--- src/rtl/uart_tx_arbiter.sv ---
// Packet-atomic round-robin arbiter sharing one UART byte transmitter among NREQ requesters.
// Latency: req seen in IDLE at cycle T -> tx_flag/ack at T+1; per byte adds LOAD+WAIT_START+SELECT+GAP_CYCLES.
// Backpressure: waits on tx_busy before launching; the owner holds the lock while its req is low (no timeout).
module uart_tx_arbiter #(
  parameter int NREQ          = 4,
  parameter int GAP_CYCLES    = 0,
  parameter int START_TIMEOUT = 4
) (
  input  logic              CLK,
  input  logic              RESET_N,
  input  logic [NREQ-1:0]   req,
  input  logic [NREQ*8-1:0] data,
  input  logic [NREQ-1:0]   last,
  output logic [NREQ-1:0]   ack,
  output logic [NREQ-1:0]   grant,
  output logic [7:0]        tx_data,
  output logic              tx_flag,
  input  logic              tx_busy,
  output logic              active,
  output logic              start_err
);

  localparam int PW  = $clog2(NREQ);
  localparam int PW1 = PW + 1;
  localparam int TW  = (START_TIMEOUT > 2) ? $clog2(START_TIMEOUT) : 1;
  localparam int GW  = (GAP_CYCLES > 1) ? $clog2(GAP_CYCLES) : 1;

  typedef enum logic [2:0] {
    IDLE       = 3'd0,
    SELECT     = 3'd1,
    LOAD       = 3'd2,
    WAIT_START = 3'd3,
    WAIT_DONE  = 3'd4,
    GAP        = 3'd5
  } state_t;

  state_t          state_q;
  logic [NREQ-1:0] grant_q;
  logic [NREQ-1:0] ack_q;
  logic [PW-1:0]   gidx_q;
  logic [PW-1:0]   ptr_q;
  logic [7:0]      tx_data_q;
  logic            tx_flag_q;
  logic            last_q;
  logic            start_err_q;
  logic [TW-1:0]   tmo_q;
  logic [GW-1:0]   gcnt_q;

  logic            win_found_d;
  logic [PW-1:0]   win_idx_d;
  logic [PW:0]     scan_d;
  logic [NREQ-1:0] win_onehot_d;
  logic [7:0]      win_byte_d;
  logic [7:0]      own_byte_d;
  logic [PW-1:0]   ptr_inc_d;

  // Round-robin search: first requester at or after ptr, wrapping mod NREQ.
  always_comb begin
    win_found_d = 1'b0;
    win_idx_d   = '0;
    scan_d      = '0;
    for (int k = 0; k < NREQ; k++) begin
      scan_d = {1'b0, ptr_q} + PW1'(k);
      if (scan_d >= PW1'(NREQ)) begin
        scan_d = scan_d - PW1'(NREQ);
      end
      if (!win_found_d && req[scan_d[PW-1:0]]) begin
        win_found_d = 1'b1;
        win_idx_d   = scan_d[PW-1:0];
      end
    end
  end

  assign win_onehot_d = NREQ'(1) << win_idx_d;
  assign win_byte_d   = data[win_idx_d*8 +: 8];
  assign own_byte_d   = data[gidx_q*8 +: 8];
  // Pointer moves just past the owner when its packet finishes or is dropped.
  assign ptr_inc_d    = (gidx_q == PW'(NREQ - 1)) ? '0 : gidx_q + PW'(1);

  // Arbitration FSM; tx_flag/ack/start_err are one-cycle registered pulses.
  always_ff @(posedge CLK) begin
    if (!RESET_N) begin
      state_q     <= IDLE;
      grant_q     <= '0;
      ack_q       <= '0;
      gidx_q      <= '0;
      ptr_q       <= '0;
      tx_data_q   <= 8'hFF;
      tx_flag_q   <= 1'b0;
      last_q      <= 1'b0;
      start_err_q <= 1'b0;
      tmo_q       <= '0;
      gcnt_q      <= '0;
    end else begin
      ack_q       <= '0;
      tx_flag_q   <= 1'b0;
      start_err_q <= 1'b0;
      case (state_q)
        IDLE: begin
          if (win_found_d && !tx_busy) begin
            grant_q   <= win_onehot_d;
            gidx_q    <= win_idx_d;
            tx_data_q <= win_byte_d;
            last_q    <= last[win_idx_d];
            ack_q     <= win_onehot_d;
            tx_flag_q <= 1'b1;
            state_q   <= LOAD;
          end
        end
        LOAD: begin
          tmo_q   <= '0;
          state_q <= WAIT_START;
        end
        WAIT_START: begin
          if (tx_busy) begin
            state_q <= WAIT_DONE;
          end else if (tmo_q == TW'(START_TIMEOUT - 2)) begin
            // The count would reach START_TIMEOUT-1 on this cycle: give up on the byte.
            start_err_q <= 1'b1;
            grant_q     <= '0;
            ptr_q       <= ptr_inc_d;
            state_q     <= IDLE;
          end else begin
            tmo_q <= tmo_q + TW'(1);
          end
        end
        WAIT_DONE: begin
          if (!tx_busy) begin
            gcnt_q  <= '0;
            state_q <= (GAP_CYCLES > 0) ? GAP : SELECT;
          end
        end
        GAP: begin
          if (gcnt_q == GW'(GAP_CYCLES - 1)) begin
            state_q <= SELECT;
          end else begin
            gcnt_q <= gcnt_q + GW'(1);
          end
        end
        SELECT: begin
          if (last_q) begin
            ptr_q   <= ptr_inc_d;
            grant_q <= '0;
            state_q <= IDLE;
          end else if (req[gidx_q]) begin
            tx_data_q <= own_byte_d;
            last_q    <= last[gidx_q];
            ack_q     <= grant_q;
            tx_flag_q <= 1'b1;
            state_q   <= LOAD;
          end
        end
        default: begin
          state_q <= IDLE;
        end
      endcase
    end
  end

  assign ack       = ack_q;
  assign grant     = grant_q;
  assign tx_data   = tx_data_q;
  assign tx_flag   = tx_flag_q;
  assign active    = |grant_q;
  assign start_err = start_err_q;

endmodule

--- config.mk ---
export PLATFORM = sky130hd
export DESIGN_NAME = uart_tx_arbiter
export DESIGN_NICKNAME = d
export VERILOG_FILES = /design/src/rtl/uart_tx_arbiter.sv
export SDC_FILE = /design/constraint.sdc
export NUM_CORES = 1
export LEC_CHECK = 0
export CORE_MARGIN = 2
export CORE_UTILIZATION = 48
export CTS_CLUSTER_DIAMETER = 60
export CTS_CLUSTER_SIZE = 30
export DETAILED_ROUTE_END_ITERATION = 7
export GPL_TIMING_DRIVEN = 1
export PLACE_DENSITY_LB_ADDON = 0.12
export SLEW_MARGIN = 5
export SYNTH_ARGS = -nofsm -noshare
export SYNTH_HDL_FRONTEND = slang
export SYNTH_SLANG_ARGS = --single-unit
--- constraint.sdc ---
create_clock -name CLK -period 4.1 [get_ports CLK]
set_input_delay 1.025 -clock CLK [delete_from_list [all_inputs] [get_ports CLK]]
set_output_delay 1.025 -clock CLK [all_outputs]
set_load 0.005 [all_outputs]
==> impl_metrics.csv, run 1 <==
group,metric,value,unit
floorplanning,die_w,63.7,um
setup_path,crit_chain,"clkdlybuf4s50_1 -> nor2b_1 -> a311oi_1 -> o31ai_4 -> mux2i_1 -> o22a_1 -> nand3_1",
setup_path,cp_slowest_cell,"o31ai_4",
setup_path,reg2reg_from,"gidx_q[0]",
layout,n_antenna_cell,0,
min_path,hold_class,"flop to flop",
drt,totalWireLength,4140,um
floorplanning,die_area,0.00406,mm2
min_path,hp-start,"tx_data[2]",
synth,netlist_instances,194,
setup_path,rr_worst_depth,6,
layout,area_growth,38.1,%
timing,setup-violations-final,0,
run_status,status,"complete, no violations",
synth,synth_top_cell_by_area,"dfxtp_1",
clock_network,clk_latency,0.33,ns
clock_network,cts.path.max_buffers,2,
global_routing,grt_usage,21.4,%
timing,fin_ws,1.02,ns
synth,yosys_warnings,0,
clock_network,cts-root-buf,"clkbuf_4",
placed_design,place_ws,0.658,ns
synth,syn_area,0.00171,mm2
floorplanning,start_util,50.5,%
floorplanning,dieHeight,63.7,um
clock_network,cts_resized,0,
floorplanning,rows,21,
drt,drt_iter0_drc,98,
clock_network,cts.sink_count,29,
layout,drive_above_1_share,6.27,%
placed_design,port_buffers,61,
drt,dr_total_vias,1597,
placed_design,gp_congestion,0.827,
timing,max_freq,0.325,GHz
setup_path,cp_data_arrival_time,3.26,ns
pwr,power.density,312,mW/mm2
setup_path,critical_path_buf_inv_count,1,
timing,slew_headroom,32.7,%
clock_network,htree_num_levels,2,
floorplanning,ios,62,
global_routing,grt_pass1_wl,6730,um
setup_path,max_stage_delay,0.88,ns
placed_design,dp.cells,293,
drt,ant_nets,0,
synth,yosys_register_bits,29,
clock_network,cts_tree,"done",
setup_path,crit_family,"compound AO/OA/AOI/OAI gates",
synth,synthTopCellsByArea,"dfxtp_1 (34%), mux2i_1 (12%), nand2_1 (6.1%)",
drt,drc,0,
layout,final_cells,301,
timing,final_max_slew_viol_count,0,
timing,worstMarginPinSlew,1.01,ns
synth,synth-seq-area-share,33.9,%
clock_network,clkTransAtPathRegs,0.09,ns
clock_network,cts_buffers,5,
pwr,power,739,uW
clock_network,holdBufCountCts,0,
placed_design,dpl.hpwl,3020,um
synth,synth_edf_count,0,
clock_network,post_cts_buffers,0,
timing,rsz0062_at_grt,"false",
layout,layout_commonest_cell,"clkdlybuf4s50_1",
pwr,leakagePower,0.876,nW
floorplanning,coreArea,0.00339,mm2
timing,period_share,75.1,%
timing,setup_tns,0,ns
drt,drt-wirelength-per-cell,13.8,um
layout,nets,299,
global_routing,gr-total-overflow,0,
setup_path,rrSetupSlack,1.80,ns
drt,viasPerCell,5.31,
drt,drt_first_pass_iters,4,
setup_path,required,4.28,ns
synth,syn_avg_cell_area,8.83,um2
timing,worst_hold_slack,0.483,ns
synth,synthArstFlopShare,0,%
global_routing,antenna_found_initial,0,
synth,synthFlopType,"dfxtp_1",
setup_path,path_max_fanout,16,
global_routing,grt_pass1_vias,1392,
timing,finalHoldViolCount,0,
timing,period_needed,3.08,ns
min_path,hold_path_depth,2,
synth,synth_fp_nets,239,
pwr,peakVddDrop,0.198,mV
setup_path,worstSetupStartpointType,"input port",
min_path,min_to,"tx_data[2]",
synth,yosysUniqueCellTypes,44,
synth,yosys.area.top_type_share,33.9,%
run,maxCapViolCount,0,
setup_path,path_class,"input port to flop",
setup_path,cp-end-kind,"flop",
global_routing,grt_max_degree,27,
layout,mostFrequentLayoutCells,"clkdlybuf4s50_1 (61), dfxtp_1 (29), nand2_1 (28), mux2i_1 (21), nand3_1 (16)",
setup_path,timing.rr.end,"tx_data[4]",
timing,finalClockSkew,0.00462,ns
[worst min-delay path: stages (launching register included)]
cell and delay [ns]:
dfxtp_1 0.32, nand2_1 0.05, nand3_1 0.06
[per-stage QoR]
stage / util, % / instance area, um2
6_report: 69.8 / 2370
5_1_grt: 69.8 / 2370
4_1_cts: 69.8 / 2370
3_5_place_dp: 68.3 / 2310
3_3_place_gp: 68.3 / 2310
2_1_floorplan: - / 1710
[metal layers]
| metal | global-route usage (%) | part of all wire, % | wire, um |
|---|---|---|---|
| met5 | 0 | 0 | 0 |
| met4 | 6.52 | 0.94 | 39 |
| met3 | 6.69 | 6.3 | 261 |
| met2 | 32.9 | 45 | 1860 |
| met1 | 28.7 | 48 | 1980 |
[how the worst max path moves through the flow]
stage | cells after the start | slack (ns) | to | from
3_5_place_dp | 7 | 0.66 | tx_data[3] | req[2]
3_3_place_gp | 6 | 0.68 | tx_data[7] | req[0]
6_report | 7 | 1.02 | tx_data[7] | req[2]
4_1_cts | 7 | 1.04 | tx_data[7] | req[2]
5_1_grt | 7 | 0.85 | tx_data[5] | req[2]
2_1_floorplan | 8 | 1.55 | tx_data[0] | req[3]
[final cells by class]
class	instances	area, um2
clock buffers	6	41.3
flip-flops and latches	29	581
fillers	287	1020
multi-input cells	153	1050
inverters	4	15.0
repair buffers	61	611
well taps	46	57.6
clock inverters	2	10.0
[sequential cells by signal, summed over array words and instances (netlist names)]
signal	cells
grant	4
ptr_q	2
start_err	1
ack	4
last_q	1
tx_data	8
tx_flag	1
gidx_q	2
state_q	3
tmo_q	2
gcnt_q	1
[logic make-up (layout without fill, tap and decap cells)]
group | count (synthesis) | count (layout) | share of synthesized area (%)
simple gates | 86 | 86 | 27.2
mux | 24 | 24 | 15.8
flops | 29 | 29 | 33.9
buf+inv | 12 | 73 | 4.75
fa+ha+maj | 2 | 2 | 1.46
compound gates | 41 | 41 | 16.9
[Yosys cell counts, types with 2 or more instances]
master and n:
a21boi_0 8, nor2b_1 7, a21oi_1 8, nand3_1 16, and3_1 3, buf_6 3, nor2_1 10, o21ai_0 9
inv_1 4, dfxtp_1 29, nand2_1 28, buf_4 2, nand4_1 2, mux2i_1 21, or3_1 2, ha_1 2
o22a_1 8, and2_1 3, nand2b_1 4
[where the power goes]
| part | switching, mW | internal (mW) | leakage [nW] |
|---|---|---|---|
| logic | 0.101 | 0.137 | 0.607 |
| clock network | 0.103 | 0.0652 | 0.0320 |
| registers | 0.0255 | 0.307 | 0.237 |
Power figures use the tool's default switching activity.
==> run 2, diff against run 1 <==
--- a/config.mk
+++ b/config.mk
@@ -6,7 +6,7 @@
 export NUM_CORES = 1
 export LEC_CHECK = 0
 export CORE_MARGIN = 2
-export CORE_UTILIZATION = 48
+export CORE_UTILIZATION = 45
 export CTS_CLUSTER_DIAMETER = 60
 export CTS_CLUSTER_SIZE = 30
 export DETAILED_ROUTE_END_ITERATION = 7
==> constraint.sdc (replaced) <==
create_clock -name CLK -period 2.85 [get_ports CLK]
set_input_delay 0.7125 -clock CLK [delete_from_list [all_inputs] [get_ports CLK]]
set_output_delay 0.7125 -clock CLK [all_outputs]
set_load 0.005 [all_outputs]
==> impl_metrics.csv, run 2 (synthesis results as in run 1) <==
group,metric,value,unit
run_status,status,"complete, no violations",
clock_network,cts-root-buf,"clkbuf_8",
layout,ff_latch_area,581,um2
floorplanning,die_area,0.00432,mm2
layout,final_cells,311,
drt,totalWireLength,4140,um
layout,stdcell_area,0.00251,mm2
pwr,pwr-share-clk,34.4,%
floorplanning,start_util,46.8,%
setup_path,cp_data_arrival_time,2.60,ns
floorplanning,die_w,65.7,um
layout,largest_reg_flops,8,
timing,period_share,85.7,%
drt,ant_nets,0,
setup_path,required,3.01,ns
setup_path,critical_path_buf_inv_count,1,
setup_path,worstSetupStartpointType,"input port",
clock_network,clk_latency,0.28,ns
drt,drt_iter0_drc,79,
clock_network,cts_buffers,5,
setup_path,cp_slowest_cell,"mux4_2",
setup_path,cp-startpoint,"req[1]",
setup_path,crit_family,"simple AND/OR/NAND/NOR gates",
clock_network,cts.sink_count,29,
floorplanning,ios,62,
layout,n_antenna_cell,0,
clock_network,cts_tree,"done",
drt,dr_total_vias,1609,
drt,drt-wirelength-per-cell,13.3,um
setup_path,critPathCapture,"tx_data[5]",
timing,finalClockSkew,0.00682,ns
min_path,hold_class,"flop to flop",
setup_path,rrSetupSlack,0.82,ns
global_routing,antenna_found_initial,0,
clock_network,holdBufCountCts,0,
layout,layout_commonest_cell,"clkdlybuf4s50_1",
pwr,p_int,939,uW
clock_network,cts.path.max_buffers,2,
clock_network,htree_num_levels,2,
timing,setup-violations-final,0,
clock_network,clkTransAtPathRegs,0.06,ns
global_routing,grt_max_degree,17,
clock_network,cts_resized,0,
timing,worstMarginPinSlew,0.454,ns
setup_path,max_stage_delay,0.52,ns
placed_design,gp_congestion,0.869,
global_routing,grt_pass1_vias,1492,
global_routing,gr-total-overflow,0,
timing,slew_headroom,69.6,%
floorplanning,dieHeight,65.7,um
layout,nets,307,
setup_path,reg2reg_from,"gidx_q[0]",
drt,viasPerCell,5.17,
placed_design,dpl.hpwl,3210,um
setup_path,path_class,"input port to flop",
setup_path,timing.rr.end,"tx_data[5]",
floorplanning,rows,22,
clock_network,post_cts_buffers,0,
timing,finalHoldViolCount,0,
pwr,p_sw_share,26.6,%
setup_path,crit_chain,"clkdlybuf4s50_1 -> mux4_2 -> and3_4 -> nor2_4 -> or2_1 -> o22a_1 -> nand3_1",
pwr,peakVddDrop,0.381,mV
timing,max_freq,0.409,GHz
pwr,power_frac_comb,28.3,%
placed_design,dpl_cell_area,0.00239,mm2
timing,worst_hold_slack,0.464,ns
placed_design,dp.cells,303,
layout,drive_above_1_share,9.51,%
run,maxCapViolCount,0,
setup_path,path_max_fanout,8,
setup_path,rr_worst_depth,6,
setup_path,cp-end-kind,"flop",
layout,mostFrequentLayoutCells,"clkdlybuf4s50_1 (61), dfxtp_1 (29), nand2_1 (28), mux2i_1 (21), nand3_1 (16)",
placed_design,port_buffers,61,
setup_path,cp.depth,7,
pwr,power_switching,340,uW
layout,fill_cells,313,
timing,rsz0062_at_grt,"false",
drt,drt_first_pass_iters,4,
timing,period_needed,2.44,ns
global_routing,grt_pass1_wl,6880,um
pwr,power.density,510,mW/mm2
layout,multiInputGateArea,0.00105,mm2
floorplanning,coreArea,0.00366,mm2
layout,utilization,68.6,%
timing,setup_tns,0,ns
timing,final_max_slew_viol_count,0,
layout,area_growth,46.5,%
pwr,leakagePower,0.944,nW
global_routing,grt_usage,20.8,%
pwr,p_seq_share,37.3,%
drt,drc,0,
==> run 2: metal layers <==
| metal | global-route usage, % | share of wire [%] | vias up |
|---|---|---|---|
| met5 | 0 | 0 | - |
| met4 | 7.81 | 0.75 | 0 |
| met3 | 5.48 | 6.1 | 4 |
| met2 | 34.2 | 48 | 37 |
| met1 | 26.0 | 45 | 730 |
| li1 | - | - | 838 |
==> run 2: worst min path at each step <==
stage,depth (start not counted),end,slack (ns),start
global placement,2,tx_data[4],0.45,tx_data[4]
finish,2,tx_data[2],0.46,tx_data[2]
floorplan,2,gcnt_q,0.45,gcnt_q
CTS,2,tx_data[2],0.47,tx_data[2]
detailed placement,2,tx_data[2],0.46,tx_data[2]
global route,2,tx_data[5],0.49,tx_data[5]
==> run 2: cell type report <==
cell class	count	share of cell area [%]
multi-input combinational	153	41.9
timing repair buffer	69	27.2
sequential	29	23.1
clock buffer	6	3.29
tap	48	2.39
clock inverter	2	1.50
inverter	4	0.598
==> run 2: worst min-delay path, cell delays in order, from the launching register on <==
cell and delay [ns]:
dfxtp_1 0.32, nand2_1 0.05, nand3_1 0.06
==> run 2: power groups by stage <==
| stage | registers [mW] | clock network, mW | logic (mW) |
|---|---|---|---|
| 3_3_place_gp | 0.486 | 0 | 0.361 |
| 4_1_cts | 0.477 | 0.452 | 0.365 |
| 2_1_floorplan | 0.475 | 0 | 0.207 |
| 3_5_place_dp | 0.486 | 0 | 0.364 |
| 6_report | 0.477 | 0.440 | 0.362 |
| 5_1_grt | 0.484 | 0.469 | 0.401 |
==> run 2: through the flow <==
stage          power, mW  worst slack, ns
2_1_floorplan      0.682            0.615
3_3_place_gp       0.847            0.120
3_5_place_dp       0.851            0.109
4_1_cts             1.29            0.403
5_1_grt             1.35            0.269
6_report            1.28            0.406
==> run 3, diff against run 2 <==
--- a/config.mk
+++ b/config.mk
@@ -5,12 +5,15 @@
 export SDC_FILE = /design/constraint.sdc
 export NUM_CORES = 1
 export LEC_CHECK = 0
+export CELL_PAD_IN_SITES_DETAIL_PLACEMENT = 1
+export CELL_PAD_IN_SITES_GLOBAL_PLACEMENT = 1
 export CORE_MARGIN = 2
-export CORE_UTILIZATION = 45
+export CORE_UTILIZATION = 32
 export CTS_CLUSTER_DIAMETER = 60
 export CTS_CLUSTER_SIZE = 30
 export DETAILED_ROUTE_END_ITERATION = 7
 export GPL_TIMING_DRIVEN = 1
+export MAX_ROUTING_LAYER = met4
 export PLACE_DENSITY_LB_ADDON = 0.12
 export SLEW_MARGIN = 5
 export SYNTH_ARGS = -nofsm -noshare
==> impl_metrics.csv, run 3 (synthesis results as in run 1) <==
group,metric,value,unit
timing,period_share,88.2,%
setup_path,path_class,"input port to flop",
setup_path,cp_data_arrival_time,2.65,ns
setup_path,rr_worst_depth,6,
min_path,hold_path_depth,2,
clock_network,cts_tree,"done",
global_routing,antenna_found_initial,0,
setup_path,cp_slowest_cell,"clkdlybuf4s50_1",
floorplanning,die_w,77.2,um
placed_design,port_buffers,61,
timing,setup-violations-final,0,
layout,drive_above_1_share,9.47,%
floorplanning,start_util,33.3,%
setup_path,cp-end-kind,"flop",
min_path,hold_class,"flop to flop",
layout,mostFrequentLayoutCells,"clkdlybuf4s50_1 (61), dfxtp_1 (29), nand2_1 (28), mux2i_1 (21), nand3_1 (16)",
clock_network,cts.sink_count,29,
drt,drt-wirelength-per-cell,14.7,um
timing,rsz0062_at_grt,"false",
timing,setup_tns,0,ns
setup_path,rrSetupSlack,0.77,ns
pwr,peakVddDrop,0.234,mV
global_routing,grt_max_degree,17,
floorplanning,dieHeight,77.2,um
drt,drt_iter0_drc,32,
setup_path,worstSetupStartpointType,"input port",
setup_path,path_max_fanout,16,
timing,worstMarginPinSlew,0.471,ns
clock_network,cts-root-buf,"clkbuf_8",
min_path,min_to,"tx_data[7]",
floorplanning,die_area,0.00595,mm2
floorplanning,ios,62,
timing,slew_headroom,68.4,%
timing,max_freq,0.398,GHz
setup_path,crit_chain,"clkdlybuf4s50_1 -> nor2b_1 -> a311oi_1 -> buf_4 -> o31ai_4 -> buf_12 -> mux2i_1 -> o22a_1 -> nand3_1",
clock_network,clk_latency,0.28,ns
drt,drt_first_pass_iters,4,
timing,finalHoldViolCount,0,
run,maxCapViolCount,0,
clock_network,clkTransAtPathRegs,0.06,ns
clock_network,cts_buffers,5,
pwr,leakagePower,0.936,nW
timing,fin_ws,0.337,ns
layout,final_cells,334,
timing,worst_hold_slack,0.468,ns
drt,ant_nets,0,
drt,totalWireLength,4930,um
setup_path,crit_family,"buffers and inverters",
layout,nets,308,
global_routing,grt_pass1_vias,1641,
setup_path,critical_path_buf_inv_count,3,
layout,layout_commonest_cell,"clkdlybuf4s50_1",
clock_network,cts_resized,0,
global_routing,gr-total-overflow,0,
layout,largest_reg_flops,8,
timing,period_needed,2.51,ns
setup_path,reg2reg_from,"gidx_q[0]",
run_status,status,"complete, no violations",
drt,dr_total_vias,1641,
placed_design,gp_congestion,0.796,
clock_network,post_cts_buffers,0,
layout,n_antenna_cell,0,
placed_design,place_ws,0.0525,ns
global_routing,grt_pass1_wl,8390,um
drt,viasPerCell,4.91,
setup_path,timing.rr.end,"tx_data[1]",
min_path,hp-start,"tx_data[7]",
clock_network,htree_num_levels,2,
setup_path,max_stage_delay,0.54,ns
clock_network,holdBufCountCts,0,
floorplanning,coreArea,0.00514,mm2
setup_path,required,2.98,ns
floorplanning,rows,26,
timing,finalClockSkew,0.00772,ns
pwr,power.density,470,mW/mm2
clock_network,cts.path.max_buffers,2,
placed_design,dpl.hpwl,3890,um
placed_design,dp.cells,326,
global_routing,grt_usage,18.1,%
drt,drc,0,
timing,final_max_slew_viol_count,0,
layout,area_growth,46.4,%
run 3: changes by cell type in the layout (fill, tap and decap cells not counted), sizes merged:
cell / previous run / this run
bufinv: 1 / 0
buf: 8 / 9
clkinv: 0 / 2
clkinvlp: 1 / 0
run 3: worst max-delay path by stage:
| stage | endpoint | cells after the start | slack (ns) | start |
|---|---|---|---|---|
| final | tx_data[1] | 9 | 0.34 | req[2] |
| after global routing | tx_data[4] | 7 | 0.21 | req[1] |
| after CTS | tx_data[1] | 9 | 0.32 | req[2] |
| after detailed placement | tx_data[1] | 9 | 0.05 | req[2] |
| after global placement | tx_data[1] | 9 | 0.09 | req[2] |
| after floorplan | tx_data[0] | 8 | 0.62 | req[3] |
run 3: final cells by class:
cell class                      count  area (um2)
Clock inverter                      2        10.0
Multi-Input combinational cell    153        1050
Sequential cell                    29         581
Clock buffer                        6        72.6
Tap cell                           70        87.6
Inverter                            4        15.0
Timing Repair Buffer               70         691
Fill cell                         644        2630
run 3: routing by layer:
layer	global-route usage, %	routed length [um]
met2	26.9	2160
met1	24.7	2470
met4	4.82	51
met3	4.47	245
met5	-	0
run 3: tightest hold or removal path: stages (launching register included):
cell	delay [ns]
dfxtp_1	0.33
nand2_1	0.05
nand3_1	0.06
run 3: where the power goes:
group / switching [mW] / internal [mW] / leakage (nW)
sequential: 0.0373 / 0.443 / 0.237
clock: 0.157 / 0.169 / 0.0450
combinational: 0.157 / 0.216 / 0.654
total: 0.352 / 0.828 / 0.936
run 3: through the flow:
| stage | instance area, um2 | power [mW] | utilization [%] |
|---|---|---|---|
| detailed placement | 2420 | 0.866 | 47.2 |
| floorplan | 1710 | 0.682 | - |
| global placement | 2420 | 0.859 | 47.2 |
| CTS | 2510 | 1.20 | 48.8 |
| global route | 2510 | 1.25 | 48.8 |
| finish | 2510 | 1.18 | 48.8 |
